File: src/rtl/module_volume_if.sv
// module_volume_if: MIDI CC events in, LPF sample stream in,
// scaled sample stream out.
`ifndef MIDI_CMD_SIZE
`define MIDI_CMD_SIZE 3
`endif
`ifndef MIDI_CMD_CC
`define MIDI_CMD_CC 3'd3
`endif

interface module_volume_if;
  logic                      midi_rdy;
  logic [`MIDI_CMD_SIZE-1:0] midi_cmd;
  logic [3:0]                midi_ch_sysn;
  logic [6:0]                midi_data0;
  logic [6:0]                midi_data1;
  logic                      sample_in_rdy;
  logic signed [17:0]        sample_in;
  logic                      sample_out_rdy;
  logic signed [17:0]        sample_out;
  logic                      sample_drop;

  modport master (
    output midi_rdy,
    output midi_cmd,
    output midi_ch_sysn,
    output midi_data0,
    output midi_data1,
    output sample_in_rdy,
    output sample_in,
    input  sample_out_rdy,
    input  sample_out,
    input  sample_drop
  );

  modport slave (
    input  midi_rdy,
    input  midi_cmd,
    input  midi_ch_sysn,
    input  midi_data0,
    input  midi_data1,
    input  sample_in_rdy,
    input  sample_in,
    output sample_out_rdy,
    output sample_out,
    output sample_drop
  );
endinterface

File: src/rtl/module_volume.sv
// module_volume: ramped MIDI-CC volume with a shift-add multiplier.
// Optional macro VOLUME_BOOST_EN extends the gain range to ~2.0.
`ifndef MIDI_CMD_SIZE
`define MIDI_CMD_SIZE 3
`endif
`ifndef MIDI_CMD_CC
`define MIDI_CMD_CC 3'd3
`endif

module module_volume #(
  parameter logic [3:0]  MIDI_CH   = 4'h0,
  parameter logic [6:0]  CC_NUM    = 7'd7,
  parameter logic [6:0]  GAIN_INIT = 7'd100,
  parameter logic [17:0] RAMP_STEP = 18'h00100
) (
  input logic            clk,
  input logic            reset,
  module_volume_if.slave bus
);

  typedef enum logic [2:0] {
    S_IDLE,
    S_RAMP,
    S_MUL,
    S_SAT,
    S_DONE
  } state_t;

  state_t             r_state;
  state_t             w_state_nxt;
  logic [17:0]        r_gain_tgt;
  logic [17:0]        r_gain_cur;
  logic [17:0]        r_mplier;
  logic signed [35:0] r_acc;
  logic signed [35:0] r_mcand;
  logic [4:0]         r_cnt;
  logic signed [17:0] r_sample_out;
  logic               r_out_rdy;
  logic               r_drop;

  logic               w_cc_hit;
  logic [17:0]        w_cc_gain;
  logic [17:0]        w_gain_step;
  logic signed [35:0] w_rnd;
  logic signed [17:0] w_sat;

  // CC value to Q1.17 gain
  function automatic logic [17:0] f_map(
    input logic [6:0] cc
  );
`ifdef VOLUME_BOOST_EN
    f_map = (cc == 7'd0) ? 18'h0 : {cc, 11'h7FF};
`else
    f_map = (cc == 7'h7F) ? 18'h20000
                          : {1'b0, cc, 10'h0};
`endif
  endfunction

  assign w_cc_hit = bus.midi_rdy
                 && (bus.midi_cmd == `MIDI_CMD_CC)
                 && (bus.midi_ch_sysn == MIDI_CH)
                 && (bus.midi_data0 == CC_NUM);
  assign w_cc_gain = f_map(bus.midi_data1);

  assign bus.sample_out_rdy = r_out_rdy;
  assign bus.sample_out     = r_sample_out;
  assign bus.sample_drop    = r_drop;

  // one bounded step of gain_cur toward gain_tgt
  always_comb begin
    w_gain_step = r_gain_cur;
    if (r_gain_tgt > r_gain_cur) begin
      if ((r_gain_tgt - r_gain_cur) > RAMP_STEP)
        w_gain_step = r_gain_cur + RAMP_STEP;
      else
        w_gain_step = r_gain_tgt;
    end else if (r_gain_tgt < r_gain_cur) begin
      if ((r_gain_cur - r_gain_tgt) > RAMP_STEP)
        w_gain_step = r_gain_cur - RAMP_STEP;
      else
        w_gain_step = r_gain_tgt;
    end
  end

  // round half up back to Q.0, then clamp to 18-bit signed
  always_comb begin
    w_rnd = (r_acc + 36'sd65536) >>> 17;
    w_sat = w_rnd[17:0];
    if (w_rnd > 36'sd131071)
      w_sat = 18'sh1FFFF;
    else if (w_rnd < -36'sd131072)
      w_sat = 18'sh20000;
  end

  // state register
  always_ff @(posedge clk) begin
    if (!reset)
      r_state <= S_IDLE;
    else
      r_state <= w_state_nxt;
  end

  // next-state: accept only in IDLE, fixed-length pipeline after
  always_comb begin
    w_state_nxt = r_state;
    unique case (r_state)
      S_IDLE:
        if (bus.sample_in_rdy) w_state_nxt = S_RAMP;
      S_RAMP:
        w_state_nxt = S_MUL;
      S_MUL:
        if (r_cnt == 5'd17) w_state_nxt = S_SAT;
      S_SAT:
        w_state_nxt = S_DONE;
      S_DONE:
        w_state_nxt = S_IDLE;
      default:
        w_state_nxt = S_IDLE;
    endcase
  end

  // gain target follows matching CC events in any state
  always_ff @(posedge clk) begin
    if (!reset)
      r_gain_tgt <= f_map(GAIN_INIT);
    else if (w_cc_hit)
      r_gain_tgt <= w_cc_gain;
  end

  // latch sample, ramp gain, shift-add multiply LSB first
  always_ff @(posedge clk) begin
    if (!reset) begin
      r_gain_cur <= f_map(GAIN_INIT);
      r_mplier   <= 18'h0;
      r_acc      <= 36'sh0;
      r_mcand    <= 36'sh0;
      r_cnt      <= 5'd0;
    end else begin
      unique case (r_state)
        S_IDLE: begin
          if (bus.sample_in_rdy)
            r_mcand <= {{18{bus.sample_in[17]}},
                        bus.sample_in};
        end
        S_RAMP: begin
          r_gain_cur <= w_gain_step;
          r_mplier   <= w_gain_step;
          r_acc      <= 36'sh0;
          r_cnt      <= 5'd0;
        end
        S_MUL: begin
          if (r_mplier[0])
            r_acc <= r_acc + r_mcand;
          r_mcand  <= r_mcand <<< 1;
          r_mplier <= r_mplier >> 1;
          r_cnt    <= r_cnt + 5'd1;
        end
        default: begin
        end
      endcase
    end
  end

  // output strobe during DONE, drop pulse for busy arrivals
  always_ff @(posedge clk) begin
    if (!reset) begin
      r_sample_out <= 18'sh0;
      r_out_rdy    <= 1'b0;
      r_drop       <= 1'b0;
    end else begin
      r_out_rdy    <= (r_state == S_SAT);
      r_sample_out <= (r_state == S_SAT) ? w_sat : 18'sh0;
      r_drop       <= bus.sample_in_rdy
                   && (r_state != S_IDLE);
    end
  end

endmodule
File: src/flat_wrapper.sv
// flat-port wrapper written by rule: the top's interface ports become plain ports
module module_volume_flat 
#(
  parameter logic [3:0]  MIDI_CH   = 4'h0,
  parameter logic [6:0]  CC_NUM    = 7'd7,
  parameter logic [6:0]  GAIN_INIT = 7'd100,
  parameter logic [17:0] RAMP_STEP = 18'h00100
)
  (clk, reset, bus_midi_rdy, bus_midi_cmd, bus_midi_ch_sysn, bus_midi_data0, bus_midi_data1, bus_sample_in_rdy, bus_sample_in, bus_sample_out_rdy, bus_sample_out, bus_sample_drop);
  module_volume_if bus_i ();
  input logic clk;
  input logic reset;
  input wire logic [$bits(bus_i.midi_rdy)-1:0] bus_midi_rdy;
  input wire logic [$bits(bus_i.midi_cmd)-1:0] bus_midi_cmd;
  input wire logic [$bits(bus_i.midi_ch_sysn)-1:0] bus_midi_ch_sysn;
  input wire logic [$bits(bus_i.midi_data0)-1:0] bus_midi_data0;
  input wire logic [$bits(bus_i.midi_data1)-1:0] bus_midi_data1;
  input wire logic [$bits(bus_i.sample_in_rdy)-1:0] bus_sample_in_rdy;
  input wire logic [$bits(bus_i.sample_in)-1:0] bus_sample_in;
  output wire logic [$bits(bus_i.sample_out_rdy)-1:0] bus_sample_out_rdy;
  output wire logic [$bits(bus_i.sample_out)-1:0] bus_sample_out;
  output wire logic [$bits(bus_i.sample_drop)-1:0] bus_sample_drop;
  assign bus_i.midi_rdy = bus_midi_rdy;
  assign bus_i.midi_cmd = bus_midi_cmd;
  assign bus_i.midi_ch_sysn = bus_midi_ch_sysn;
  assign bus_i.midi_data0 = bus_midi_data0;
  assign bus_i.midi_data1 = bus_midi_data1;
  assign bus_i.sample_in_rdy = bus_sample_in_rdy;
  assign bus_i.sample_in = bus_sample_in;
  assign bus_sample_out_rdy = bus_i.sample_out_rdy;
  assign bus_sample_out = bus_i.sample_out;
  assign bus_sample_drop = bus_i.sample_drop;
  module_volume #(.MIDI_CH(MIDI_CH), .CC_NUM(CC_NUM), .GAIN_INIT(GAIN_INIT), .RAMP_STEP(RAMP_STEP)) u_core (.clk(clk), .reset(reset), .bus(bus_i));
endmodule
File: config.mk
export PLATFORM = sky130hd
export DESIGN_NAME = module_volume_flat
export DESIGN_NICKNAME = d
export VERILOG_FILES = /design/src/rtl/module_volume_if.sv /design/src/rtl/module_volume.sv /design/src/flat_wrapper.sv
export SDC_FILE = /design/constraint.sdc
export NUM_CORES = 1
export LEC_CHECK = 0
export BUFFER_PORTS_ARGS = -buffer_cell sky130_fd_sc_hd__buf_2
export CAP_MARGIN = 20
export CORE_ASPECT_RATIO = 1.75
export CORE_MARGIN = 2
export CORE_UTILIZATION = 45
export CTS_BUF_LIST = sky130_fd_sc_hd__clkbuf_4
export CTS_CLUSTER_DIAMETER = 150
export DETAILED_ROUTE_END_ITERATION = 8
export GPL_ROUTABILITY_DRIVEN = 0
export GPL_TIMING_DRIVEN = 0
export PLACE_DENSITY = 0.67
export SETUP_SLACK_MARGIN = 0.2
export SLEW_MARGIN = 40
export SYNTH_ARGS = -nofsm -noshare
export SYNTH_HDL_FRONTEND = slang
export SYNTH_SLANG_ARGS = --single-unit
File: constraint.sdc
create_clock -name clk -period 7.09 [get_ports clk]
set_clock_uncertainty 0.2 [all_clocks]
set_input_delay 0.709 -clock clk [delete_from_list [all_inputs] [get_ports clk]]
set_output_delay 0.709 -clock clk [all_outputs]
set_load 0.05 [all_outputs]
==> Word-level counts from Yosys, hierarchy flattened <==
Cells that the tools add are included.
{ "totals": {"register_bits": 154, "elab_cells": 66, "in_bits": 43, "output_inout_bits": 20} }
{ "classes": {"order_cmp": 6, "addsub": 7, "reduce_logical": 14, "n_bitwise": 2, "eq_ne": 10, "n_mux": 16} }
{ "op_table": {"columns": ["cell", "n"], "rows": [
  ["$pmux 36 s2", 2],
  ["$mux 18", 6],
  ["$mux 36", 2],
  ["$add 36x18->36 const B", 1],
  ["$add 36x36->36", 1],
  ["$gt 18x9->1 const B", 2],
  ["$pmux 18 s2", 1],
  ["$sub 18x18->18", 2],
  ["$gt 19x18->1 const B", 1],
  ["$lt 19x18->1 const B", 1],
  ["$add 18x9->18 const B", 1],
  ["$gt 18x18->1", 1],
  ["$lt 18x18->1", 1],
  ["$sub 18x9->18 const B", 1],
  ["$mux 17", 1],
  ["$pmux 3 s4", 1],
  ["$pmux 5 s2", 1],
  ["$eq 3x2->1 const B", 3],
  ["$reduce_and 2->1", 4],
  ["$eq 7x3->1 const B", 1],
  ["$eq 7x7->1 const B", 1],
  ["$mux 3", 2],
  ["$add 5x1->5 const B", 1],
  ["$eq 5x5->1 const B", 1],
  ["10 further kinds", 16]
]} }

==> Depth between registers and ports, before layout <==
{ "depth": {"ltp_word": 6, "ltp_mapped": 14, "depth_no_buf": 12} }

==> Least setup slack after synthesis <==
Ideal clock, no wire load.
{ "synth_path": {"kind": "flip-flop to flip-flop", "startpoint": "register u_core.r_gain_cur[13]", "endpoint": "register u_core.r_mplier[15]", "path_stages_with_launch": 13, "path_slack_ns": 3.838, "arrival_time_ns": 2.932, "t_required_ns": 6.770, "setup_time_ns": 0.120, "path_buffers": 1, "synth_period_minus_slack_ns": 3.252, "path_cell_list": "dfxtp_1 inv_1 ha_1 clkbuf_1 and3_1 nand2_1 o21bai_1 and4_1 or4_4 o221a_1 a221oi_2 nor2_1 o31a_1"} }
{ "synth_via": {"elab_chain_cells": 6, "elab_cells_between_ends": 13, "cone_classes": "add/sub (4); order compare (4); mux (5)"} }
{ "synth_rtl": {"columns": ["item", "line_no", "rtl"], "rows": [
  ["start, declared", "module_volume.sv:32", "logic [17:0] r_gain_cur;"],
  ["start signal, assigned", "module_volume.sv:133", "r_gain_cur <= f_map(GAIN_INIT);"],
  ["start signal, assigned", "module_volume.sv:146", "r_gain_cur <= w_gain_step;"],
  ["$sub 18x18->18", "module_volume.sv:78", "if ((r_gain_cur - r_gain_tgt) > RAMP_STEP)"],
  ["$gt 18x9->1", "module_volume.sv:78", null],
  ["$mux 18", "module_volume.sv:78", null],
  ["$mux 18", "module_volume.sv:77", "end else if (r_gain_tgt < r_gain_cur) begin"],
  ["$mux 18 (*)", "module_volume.sv:72", "if (r_gain_tgt > r_gain_cur) begin"],
  ["$pmux 18 s2 (*)", "module_volume.sv:139", "unique case (r_state)"],
  ["end signal, assigned", "module_volume.sv:147", "r_mplier <= w_gain_step;"],
  ["end signal, assigned", "module_volume.sv:155", "r_mplier <= r_mplier >> 1;"],
  ["end, declared", "module_volume.sv:33", "logic [17:0] r_mplier;"]
]} }
Mark *: on every way between the ends. The rest lies on a longest branch, timed or not.
A chain may end at the register's enable or synchronous reset.

==> Worst setup path after layout <==
{ "layout_path": {"startpoint": "register u_core.r_gain_cur[11]", "endpoint": "register u_core.r_gain_cur[14]"} }
{ "layout_via": {"elab_chain_cells": 5, "elab_cells_between_ends": 12, "cone_classes": "add/sub (4); order compare (4); mux (4)"} }
{ "layout_rtl": {"columns": ["item", "line_no"], "rows": [
  ["$sub 18x18->18", "module_volume.sv:78"],
  ["$gt 18x9->1", "module_volume.sv:78"],
  ["$mux 18", "module_volume.sv:78"],
  ["$mux 18", "module_volume.sv:77"],
  ["$mux 18 (*)", "module_volume.sv:72"]
]} }
Marked as above.

==> flow_summary.json <==
{
  "status": "complete, no violations",
  "post-synth-top-area-fraction_pct": 32.5,
  "fp.coreArea_mm2": 0.0196,
  "timing.setup.critical_path_class": "register to register",
  "setup.reg_to_reg.worst_slack_ps": 2940,
  "detail_route.iter0.violations": 386,
  "antenna_found_initial": 2,
  "routed_wire_length_um": 25400,
  "fin_cells": 1444,
  "worst_ep_required_time_ps": 7360,
  "synth_fp_nets": 1206,
  "powerDensity_mw_per_mm2": 238,
  "worst_r2r_path_depth": 11,
  "total_power_w": 0.00234,
  "whs_endpoint": "u_core.r_gain_tgt[15]",
  "muxShareOfSynthArea_pct": 0.705,
  "grt_util_all_layers_pct": 24.8,
  "worst_path_arrival_time_ps": 4420,
  "hold_path_startpoint": "bus_midi_data1[5]",
  "synth_area_mm2": 0.00887,
  "rsz0062_at_grt": "false",
  "cp_max_fo": 10,
  "drt-pass1-iter-count": 8,
  "area_growth_syn_to_layout_pct": 11.2,
  "syn-mean-instance-area_um2": 8.03,
  "timing.final.max_slew_violations": 0,
  "grt_ovf": 0,
  "cts_setup_buffers": 0,
  "first_global_vias": 8338,
  "vdd_ir_drop_max_v": 0.000203,
  "min_period_ps": 4150,
  "cts-root-to-sink-buffers": 2,
  "rows": 68,
  "synth_fa_ha_area_share_pct": 8.49,
  "cp-end-kind": "register",
  "final_layout_size_suffix_gt1_share_pct": 10.1,
  "worst_hold_depth": 3,
  "die-height_um": 190,
  "layout.nets": 1287,
  "most_frequently_used_flop_master_after_synthesis": "sky130_fd_sc_hd__dfxtp_1",
  "critPathLaunchType": "register",
  "dp.final_hpwl_um": 19900,
  "synth-compound-area-share_pct": 28.8,
  "synth_top_family_by_area": "compound AO/OA/AOI/OAI gates",
  "route.vias.total": 8512,
  "synth_simple_gate_area_share_pct": 19.5,
  "asyncSetResetFlopFracSynth_pct": 0,
  "seq_area_frac_synth_pct": 32.5,
  "post_cts_resize_count": 0,
  "avgRoutedWirePerCell_um": 17.6,
  "num_clock_sinks": 144,
  "design.portCount": 63,
  "viasPerCell": 5.89,
  "ys_seq_elements": 144,
  "rr_startpoint": "u_core.r_gain_cur[11]",
  "slew_headroom_pct": 45.7,
  "ant_nets": 0,
  "cellLeakagePower_nw": 3.91,
  "finish.instance_area_mm2": 0.00986,
  "cp-startpoint": "u_core.r_gain_cur[11]",
  "numCtsBuffers": 17,
  "layout.cells.most_common": "sky130_fd_sc_hd__dfxtp_1",
  "commonest_cells_after_routing_fill_and_taps_aside": "sky130_fd_sc_hd__dfxtp_1, sky130_fd_sc_hd__a21oi_1, sky130_fd_sc_hd__o21ai_0",
  "grt_max_degree": 17,
  "grt_pass1_wl_um": 40300,
  "synth.lib_cells_used.distinct": 70,
  "worst_skew_pair.late_latency_ps": 600,
  "die_w_um": 110,
  "timing_hold_violations_final": 0,
  "drcViolationCount": 0,
  "maxCapViolations": 0,
  "io_buffers": 62,
  "die_area_mm2": 0.0209,
  "min-delay-path-class": "input port to register",
  "fmax_mhz": 241,
  "start_util_pct": 45.3,
  "synth_cells": 1104,
  "holdBufCountCts": 0,
  "cts_htree_levels": 4,
  "dpl-instance-area_mm2": 0.00950,
  "placed_cells": 1411,
  "crit-reg2reg-capture": "u_core.r_gain_cur[14]",
  "setup_total_negative_slack_ps": 0,
  "cts_tree": "yes",
  "final_core_util_pct": 50.4,
  "yosys-top-cells-area": "sky130_fd_sc_hd__dfxtp_1, sky130_fd_sc_hd__ha_1, sky130_fd_sc_hd__a21oi_1",
  "setup_viol": 0,
  "synth_enable_flop_cells": 0,
  "post_route_clock_period_utilization_pct": 58.5,
  "clk_pin_slew_ps": 140,
  "synthXorXnorAreaFrac_pct": 5.33,
  "ys.warnings.count": 0,
  "timing_worst_slew_pin_value_ps": 810,
  "yosys.area.top_type": "sky130_fd_sc_hd__dfxtp_1",
  "ctsRootBufferMaster": "sky130_fd_sc_hd__clkbuf_4"
}
-- registers in the layout (all words and copies together), names as in the netlist --
signal,flops
u_core.r_acc,36
u_core.r_cnt,5
u_core.r_gain_cur,18
u_core.r_gain_tgt,8
u_core.bus.sample_out_rdy,1
u_core.r_mplier,18
u_core.r_mcand,36
u_core.r_state,3
u_core.bus.sample_drop,1
u_core.bus.sample_out,18
-- synth_stat cells (32+ instances only) --
cell                         n
sky130_fd_sc_hd__a21boi_0   34
sky130_fd_sc_hd__a21oi_1   108
sky130_fd_sc_hd__a22oi_1    38
sky130_fd_sc_hd__and2_1     32
sky130_fd_sc_hd__clkbuf_1   52
sky130_fd_sc_hd__dfxtp_1   144
sky130_fd_sc_hd__ha_1       57
sky130_fd_sc_hd__inv_1      50
sky130_fd_sc_hd__nand2_1    86
sky130_fd_sc_hd__nand3_1    53
sky130_fd_sc_hd__nor2_1     48
sky130_fd_sc_hd__o21ai_0    93
-- per-layer routing --
metal  share of wire [%]  track usage (%)  up-vias
li1                    -                -     4229
met2                  55             47.5      213
met3                 3.2             3.08       98
met1                  36             24.0     3970
met4                 6.5             15.6        2
met5               0.032                0        -
-- worst max-delay path by stage --
stage                     cells past startpoint  slack, ps                     to
final                                        11       2940  u_core.r_gain_cur[14]
after global routing                         11       2680  u_core.r_gain_cur[14]
after CTS                                    11       2990  u_core.r_gain_cur[14]
after detailed placement                     11       2990  u_core.r_gain_cur[14]
after global placement                       12       2920       u_core.r_acc[30]
after floorplan                              12       3840    u_core.r_mplier[15]
-- where the power goes --
group | internal, W | total (W) | switching, W
sequential | 0.000856 | 0.000910 | 0.0000535
combinational | 0.000285 | 0.000779 | 0.000494
clock | 0.000321 | 0.000655 | 0.000335
-- cell families after synthesis --
family / count (synthesis)
compound gates: 399
simple gates: 334
flops: 144
buf+inv: 108
fa+ha+maj: 59
xor+xnor: 54
mux: 6
-- per-stage QoR --
step,hold WS (ps),setup slack (ps)
after floorplan,229,3840
after global placement,242,2920
after detailed placement,255,2990
after CTS,128,2990
after global routing,122,2680
final,148,2940
-- worst max-delay path, cell delays in order (launching register included) --
cell	delay [ps]
sky130_fd_sc_hd__dfxtp_1	490
sky130_fd_sc_hd__inv_1	170
sky130_fd_sc_hd__ha_1	370
sky130_fd_sc_hd__and2_1	200
sky130_fd_sc_hd__a41oi_1	460
sky130_fd_sc_hd__xnor2_1	120
sky130_fd_sc_hd__nor4_1	360
sky130_fd_sc_hd__nand4_1	280
sky130_fd_sc_hd__o31ai_2	730
sky130_fd_sc_hd__o221ai_1	240
sky130_fd_sc_hd__o21ai_0	280
sky130_fd_sc_hd__a31oi_1	150
-- final cells by class --
class                   instances  area [um2]
fillers                      1995        9700
multi-input cells             852        5590
flip-flops and latches        144        2880
repair buffers                 62         310
well taps                     245         307
clock inverters                15         234
plain buffers                  58         228
inverters                      50         188
clock buffers                  17         128
diodes                          1        2.50
(Power assumes the default switching activity.)
